File: src/rtl/rggen_bit_field_w01trg_ex_if.sv
// Register bit-field access bundle: write strobe/mask/data from the bus,
// readback and field value back to the register block.
interface rggen_bit_field_if #(
  parameter int unsigned WIDTH = 1
);
  logic             valid;
  logic [WIDTH-1:0] write_mask;
  logic [WIDTH-1:0] write_data;
  logic [WIDTH-1:0] read_data;
  logic [WIDTH-1:0] value;

  modport bit_field (
    input  valid, write_mask, write_data,
    output read_data, value
  );
endinterface

File: src/rtl/rggen_bit_field_w01trg_ex.sv
// Write-0/1 trigger bit field with per-channel minimum pulse length and
// optional acknowledge handshake; read_data reports which channels are busy.
module rggen_bit_field_w01trg_ex #(
  parameter bit          TRIGGER_VALUE = 1'b0,
  parameter int unsigned WIDTH         = 1,
  parameter int unsigned PULSE_CYCLES  = 1,
  parameter bit          ACK_MODE      = 1'b0
) (
  input  logic                    i_clk,
  input  logic                    i_rst_n,
  rggen_bit_field_if.bit_field    bit_field_if,
  input  logic [WIDTH-1:0]        i_ack,
  output logic [WIDTH-1:0]        o_trigger,
  output logic [WIDTH-1:0]        o_busy
);

  localparam int unsigned CNT_W = (PULSE_CYCLES > 1) ? $clog2(PULSE_CYCLES) : 1;
  localparam logic [CNT_W-1:0] CNT_LOAD = CNT_W'(PULSE_CYCLES - 1);

  typedef enum logic [1:0] {
    IDLE     = 2'd0,
    PULSE    = 2'd1,
    WAIT_ACK = 2'd2
  } state_e;

  for (genvar i = 0; i < int'(WIDTH); i++) begin : g_ch
    state_e           state_q;
    logic [CNT_W-1:0] count_q;
    logic             trigger_q;
    logic             busy_q;
    logic             req_c;
    logic             done_c;

    assign req_c  = bit_field_if.valid && bit_field_if.write_mask[i] &&
                    (bit_field_if.write_data[i] == TRIGGER_VALUE);
    assign done_c = ((state_q == PULSE) && (count_q == '0) && (!ACK_MODE || i_ack[i])) ||
                    ((state_q == WAIT_ACK) && i_ack[i]);

    // A request re-arms the channel only when idle or finishing this cycle.
    always_ff @(posedge i_clk or negedge i_rst_n) begin
      if (!i_rst_n) begin
        state_q   <= IDLE;
        count_q   <= '0;
        trigger_q <= 1'b0;
        busy_q    <= 1'b0;
      end else if (req_c && ((state_q == IDLE) || done_c)) begin
        state_q   <= PULSE;
        count_q   <= CNT_LOAD;
        trigger_q <= 1'b1;
        busy_q    <= 1'b1;
      end else begin
        case (state_q)
          PULSE: begin
            if (count_q != '0) begin
              count_q <= count_q - CNT_W'(1);
            end else if (done_c) begin
              state_q   <= IDLE;
              trigger_q <= 1'b0;
              busy_q    <= 1'b0;
            end else begin
              state_q <= WAIT_ACK;
            end
          end
          WAIT_ACK: begin
            if (done_c) begin
              state_q   <= IDLE;
              trigger_q <= 1'b0;
              busy_q    <= 1'b0;
            end
          end
          default: begin
            state_q   <= IDLE;
            trigger_q <= 1'b0;
            busy_q    <= 1'b0;
          end
        endcase
      end
    end

    assign o_trigger[i] = trigger_q;
    assign o_busy[i]    = busy_q;
  end

  assign bit_field_if.value     = o_trigger;
  assign bit_field_if.read_data = o_busy;

endmodule

File: src/flat_wrapper.sv
// flat-port wrapper written by rule: the top's interface ports become plain ports
module rggen_bit_field_w01trg_ex_flat 
#(
  parameter bit          TRIGGER_VALUE = 1'b0,
  parameter int unsigned WIDTH         = 1,
  parameter int unsigned PULSE_CYCLES  = 1,
  parameter bit          ACK_MODE      = 1'b0
)
  (i_clk, i_rst_n, i_ack, o_trigger, o_busy, bit_field_if_valid, bit_field_if_write_mask, bit_field_if_write_data, bit_field_if_read_data, bit_field_if_value);
  rggen_bit_field_if #(.WIDTH(WIDTH)) bit_field_if_i ();
  input  logic i_clk;
  input  logic i_rst_n;
  input  logic [WIDTH-1:0] i_ack;
  output logic [WIDTH-1:0] o_trigger;
  output logic [WIDTH-1:0] o_busy;
  input wire logic [$bits(bit_field_if_i.valid)-1:0] bit_field_if_valid;
  input wire logic [$bits(bit_field_if_i.write_mask)-1:0] bit_field_if_write_mask;
  input wire logic [$bits(bit_field_if_i.write_data)-1:0] bit_field_if_write_data;
  output wire logic [$bits(bit_field_if_i.read_data)-1:0] bit_field_if_read_data;
  output wire logic [$bits(bit_field_if_i.value)-1:0] bit_field_if_value;
  assign bit_field_if_i.valid = bit_field_if_valid;
  assign bit_field_if_i.write_mask = bit_field_if_write_mask;
  assign bit_field_if_i.write_data = bit_field_if_write_data;
  assign bit_field_if_read_data = bit_field_if_i.read_data;
  assign bit_field_if_value = bit_field_if_i.value;
  rggen_bit_field_w01trg_ex #(.TRIGGER_VALUE(TRIGGER_VALUE), .WIDTH(WIDTH), .PULSE_CYCLES(PULSE_CYCLES), .ACK_MODE(ACK_MODE)) u_core (.i_clk(i_clk), .i_rst_n(i_rst_n), .bit_field_if(bit_field_if_i), .i_ack(i_ack), .o_trigger(o_trigger), .o_busy(o_busy));
endmodule
File: config.mk
export PLATFORM = sky130hd
export DESIGN_NAME = rggen_bit_field_w01trg_ex_flat
export DESIGN_NICKNAME = d
export VERILOG_FILES = /design/src/rtl/rggen_bit_field_w01trg_ex_if.sv /design/src/rtl/rggen_bit_field_w01trg_ex.sv /design/src/flat_wrapper.sv
export SDC_FILE = /design/constraint.sdc
export NUM_CORES = 1
export LEC_CHECK = 0
export CAP_MARGIN = 40
export CORE_AREA = 2 2 39 41
export CTS_CLUSTER_SIZE = 25
export DETAILED_ROUTE_END_ITERATION = 10
export DIE_AREA = 0 0 41 43
export PLACE_DENSITY = 0.5
export SYNTH_ARGS = -nofsm -noshare
export SYNTH_HDL_FRONTEND = slang
export SYNTH_SLANG_ARGS = --single-unit
File: constraint.sdc
create_clock -name i_clk -period 2.33 [get_ports i_clk]
set_input_delay 0.5825 -clock i_clk [delete_from_list [all_inputs] [get_ports i_clk]]
set_output_delay 0.5825 -clock i_clk [all_outputs]
set_load 0.01 [all_outputs]
==> impl_metrics.csv <==
group,metric,value,unit
outcome,outcome,"complete, no violations",
synthesis,synth_edf_count,0,
layout,final_layout_size_suffix_gt1_share,11.8,%
clock_network,cts_tree,"built",
synthesis,synth.most_common_cell,"inv_1",
worst_setup_path,cp.arrival,1.13,ns
synthesis,ys_seq_area_share,39.8,%
worst_setup_path,max_stage_delay,0.54,ns
sta,worst_pin_slew,0.251,ns
synthesis,synth_fp_nets,33,
placement,dp_hpwl,470,microns
synthesis,synthFlopType,"dfrtp_1",
worst_setup_path,cp-start-kind,"flip-flop",
layout,fillerInstances,155,
clock_network,root_buffer,"clkbuf_4",
die,pin_count,10,
global_route,grt_max_degree,5,
sta,slew_headroom,83.2,%
placement,place_ws,0.653,ns
synthesis,synthTopCellsByCount,"inv_1, dfrtp_1, ha_1, buf_4, o32ai_1",
route,drt_iter0_markers,3,
die,start_util,18.2,%
clock_network,clk_pin_slew,0.04,ns
sta,fmax,583,MHz
sta,fin_skew,0.00253,ns
global_route,grt_overflow,0,
sta,min_period_over_period,73.6,%
worst_setup_path,end_kind,"output pin",
sta,grt_setup_unrepaired,"no",
clock_network,cts_setup_buffers,0,
clock_network,clk_path_buf_depth,2,
synthesis,synth_top_area_share,39.8,%
sta,period_needed,1.71,ns
clock_network,hold_buffers,0,
worst_hold_path,hp-class,"in2async",
die,die_height,43,microns
pwr,leakage,0.162,nW
pwr,peakVddDrop,0.171,mV
worst_setup_path,crit_required,1.75,ns
route,drc,0,
sta,finalSetupViolCount,0,
global_route,antenna_found_initial,0,
synthesis,async_flop_share,100,%
worst_setup_path,cp_max_fo,3,
layout,nNetsFinal,45,
flow_run,cap_viol_max_count,0,
die,core,1380,sq um
clock_network,cts.repair.resized,0,
synthesis,yosysWarnings,0,
clock_network,cts_sinks,4,
route,antenna_left,0,
clock_network,cts_buffers,3,
layout,antenna_cells,0,
synthesis,synth_area_leader_cell,"dfrtp_1",
placement,io_buffers,9,
route,wl_per_cell,11.3,microns
worst_setup_path,startpoint,"u_core.bit_field_if.value",
synthesis,ys_types,12,
synthesis,synth_area_leaders,"dfrtp_1, ha_1, inv_1, o32ai_1, buf_4",
route,drt-pass1-iter-count,4,
die,chipWidth,41,microns
placement,gp_congestion,0.637,
synthesis,avgSynthCellArea,10.5,sq um
die,dieArea,1760,sq um
global_route,track_usage,8.86,%
clock_network,htreeDepth,1,
global_route,grt_pass1_wl,952,microns
synthesis,syn-cell-area,251,sq um
route,vias_per_cell,4.24,
route,routed_wl,566,microns
worst_setup_path,criticalPathCategory,"reg2out",
sta,hold_viol_final,0,
worst_setup_path,cpMaxStageDelayCell,"clkdlybuf4s50_1",
clock_network,clk_latency,0.23,ns
worst_setup_path,path_cells,"clkdlybuf4s50_1",
global_route,grt_pass1_vias,236,
sta,fin_tns_setup,0,ns
sta,fin_ws,0.615,ns
worst_setup_path,crit_buf_inv,1,
pwr,power,0.186,mW
route,vias,212,
sta,slew_violations,0,
synthesis,ys_ff_latch,4,
layout,area_growth,46.8,%
die,num_rows,14,
worst_setup_path,r2r-start,"u_core.g_ch[0].state_q[0]",
synthesis,synth_cells,24,
worst_setup_path,cp_top_family,"buffers and inverters",
pwr,power_density,505,nW/um^2
-- per-stage QoR --
step	instances	cell area, sq um	util [%]	hold slack, ns
2_1_floorplan	24	251	-	0.287
3_3_place_gp	47	347	25.0	0.558
6_report	50	369	26.7	0.549
5_1_grt	50	369	26.7	0.560
4_1_cts	50	369	26.7	0.554
3_5_place_dp	47	347	25.0	0.574
-- per-layer routing --
layer	track usage (%)	vias up	share of wire, %
li1	-	101	-
met2	14.7	10	55
met4	8.00	0	1.8
met5	0	-	0
met1	6.82	99	30
met3	4.19	2	13
-- sequential cells by signal, summed over array words and instances, names as in the netlist --
| signal | flops |
|---|---|
| u_core.g_ch.state_q | 2 |
| u_core.bit_field_if.value | 1 |
| u_core.bit_field_if.read_data | 1 |
-- cells in the final DEF, fill, tap and decap left out --
| master | netlist | routed |
|---|---|---|
| nand4bb_1 | 1 | 1 |
| clkbuf_4 | 0 | 3 |
| nor2_1 | 1 | 1 |
| o2111a_1 | 1 | 1 |
| clkdlybuf4s50_1 | 0 | 9 |
| ha_1 | 3 | 3 |
| a211oi_2 | 1 | 1 |
| nand3b_1 | 1 | 1 |
| o21ai_0 | 1 | 1 |
| dfrtp_1 | 4 | 4 |
| o32ai_1 | 2 | 2 |
| inv_1 | 6 | 6 |
| a21o_1 | 1 | 1 |
-- final timing paths --
check,end,slack [ns],cells past startpoint
worst min-delay path,u_core.bit_field_if.read_data,0.55,1
worst max-delay path,bit_field_if_value,0.62,1
worst max register to register,u_core.bit_field_if.value,1.08,4
min in group i_clk,u_core.bit_field_if.read_data,0.57,2
worst min register to register,u_core.bit_field_if.read_data,0.57,2
max in group asynchronous,u_core.bit_field_if.value,1.62,1
-- kinds of logic (layout without fill, tap and decap cells) --
group	count (synthesis)	count (layout)	synth area share [%]
AOI/OAI and AO/OA	6	6	21.4
and+or+nand+nor	3	3	8.95
DFF	4	4	39.8
buffers and inverters	8	18	14.9
adders and majority gates	3	3	14.9
-- power by group --
part / switching, mW / total [mW] / leakage (nW) / internal [mW]
registers: 0.00186 / 0.0741 / 0.0544 / 0.0722
logic: 0.0110 / 0.0281 / 0.0938 / 0.0171
clock network: 0.0267 / 0.0842 / 0.0138 / 0.0575
total: 0.0395 / 0.186 / 0.162 / 0.147
-- final cells by class --
type	instances	area (sq um)	share of cell area, %
Sequential cell	4	100	27.1
Tap cell	16	20.0	5.42
Timing Repair Buffer	9	90.1	24.4
Clock buffer	3	22.5	6.10
Inverter	6	22.5	6.10
Multi-Input combinational cell	12	114	30.8
(Power assumes the default switching activity.)
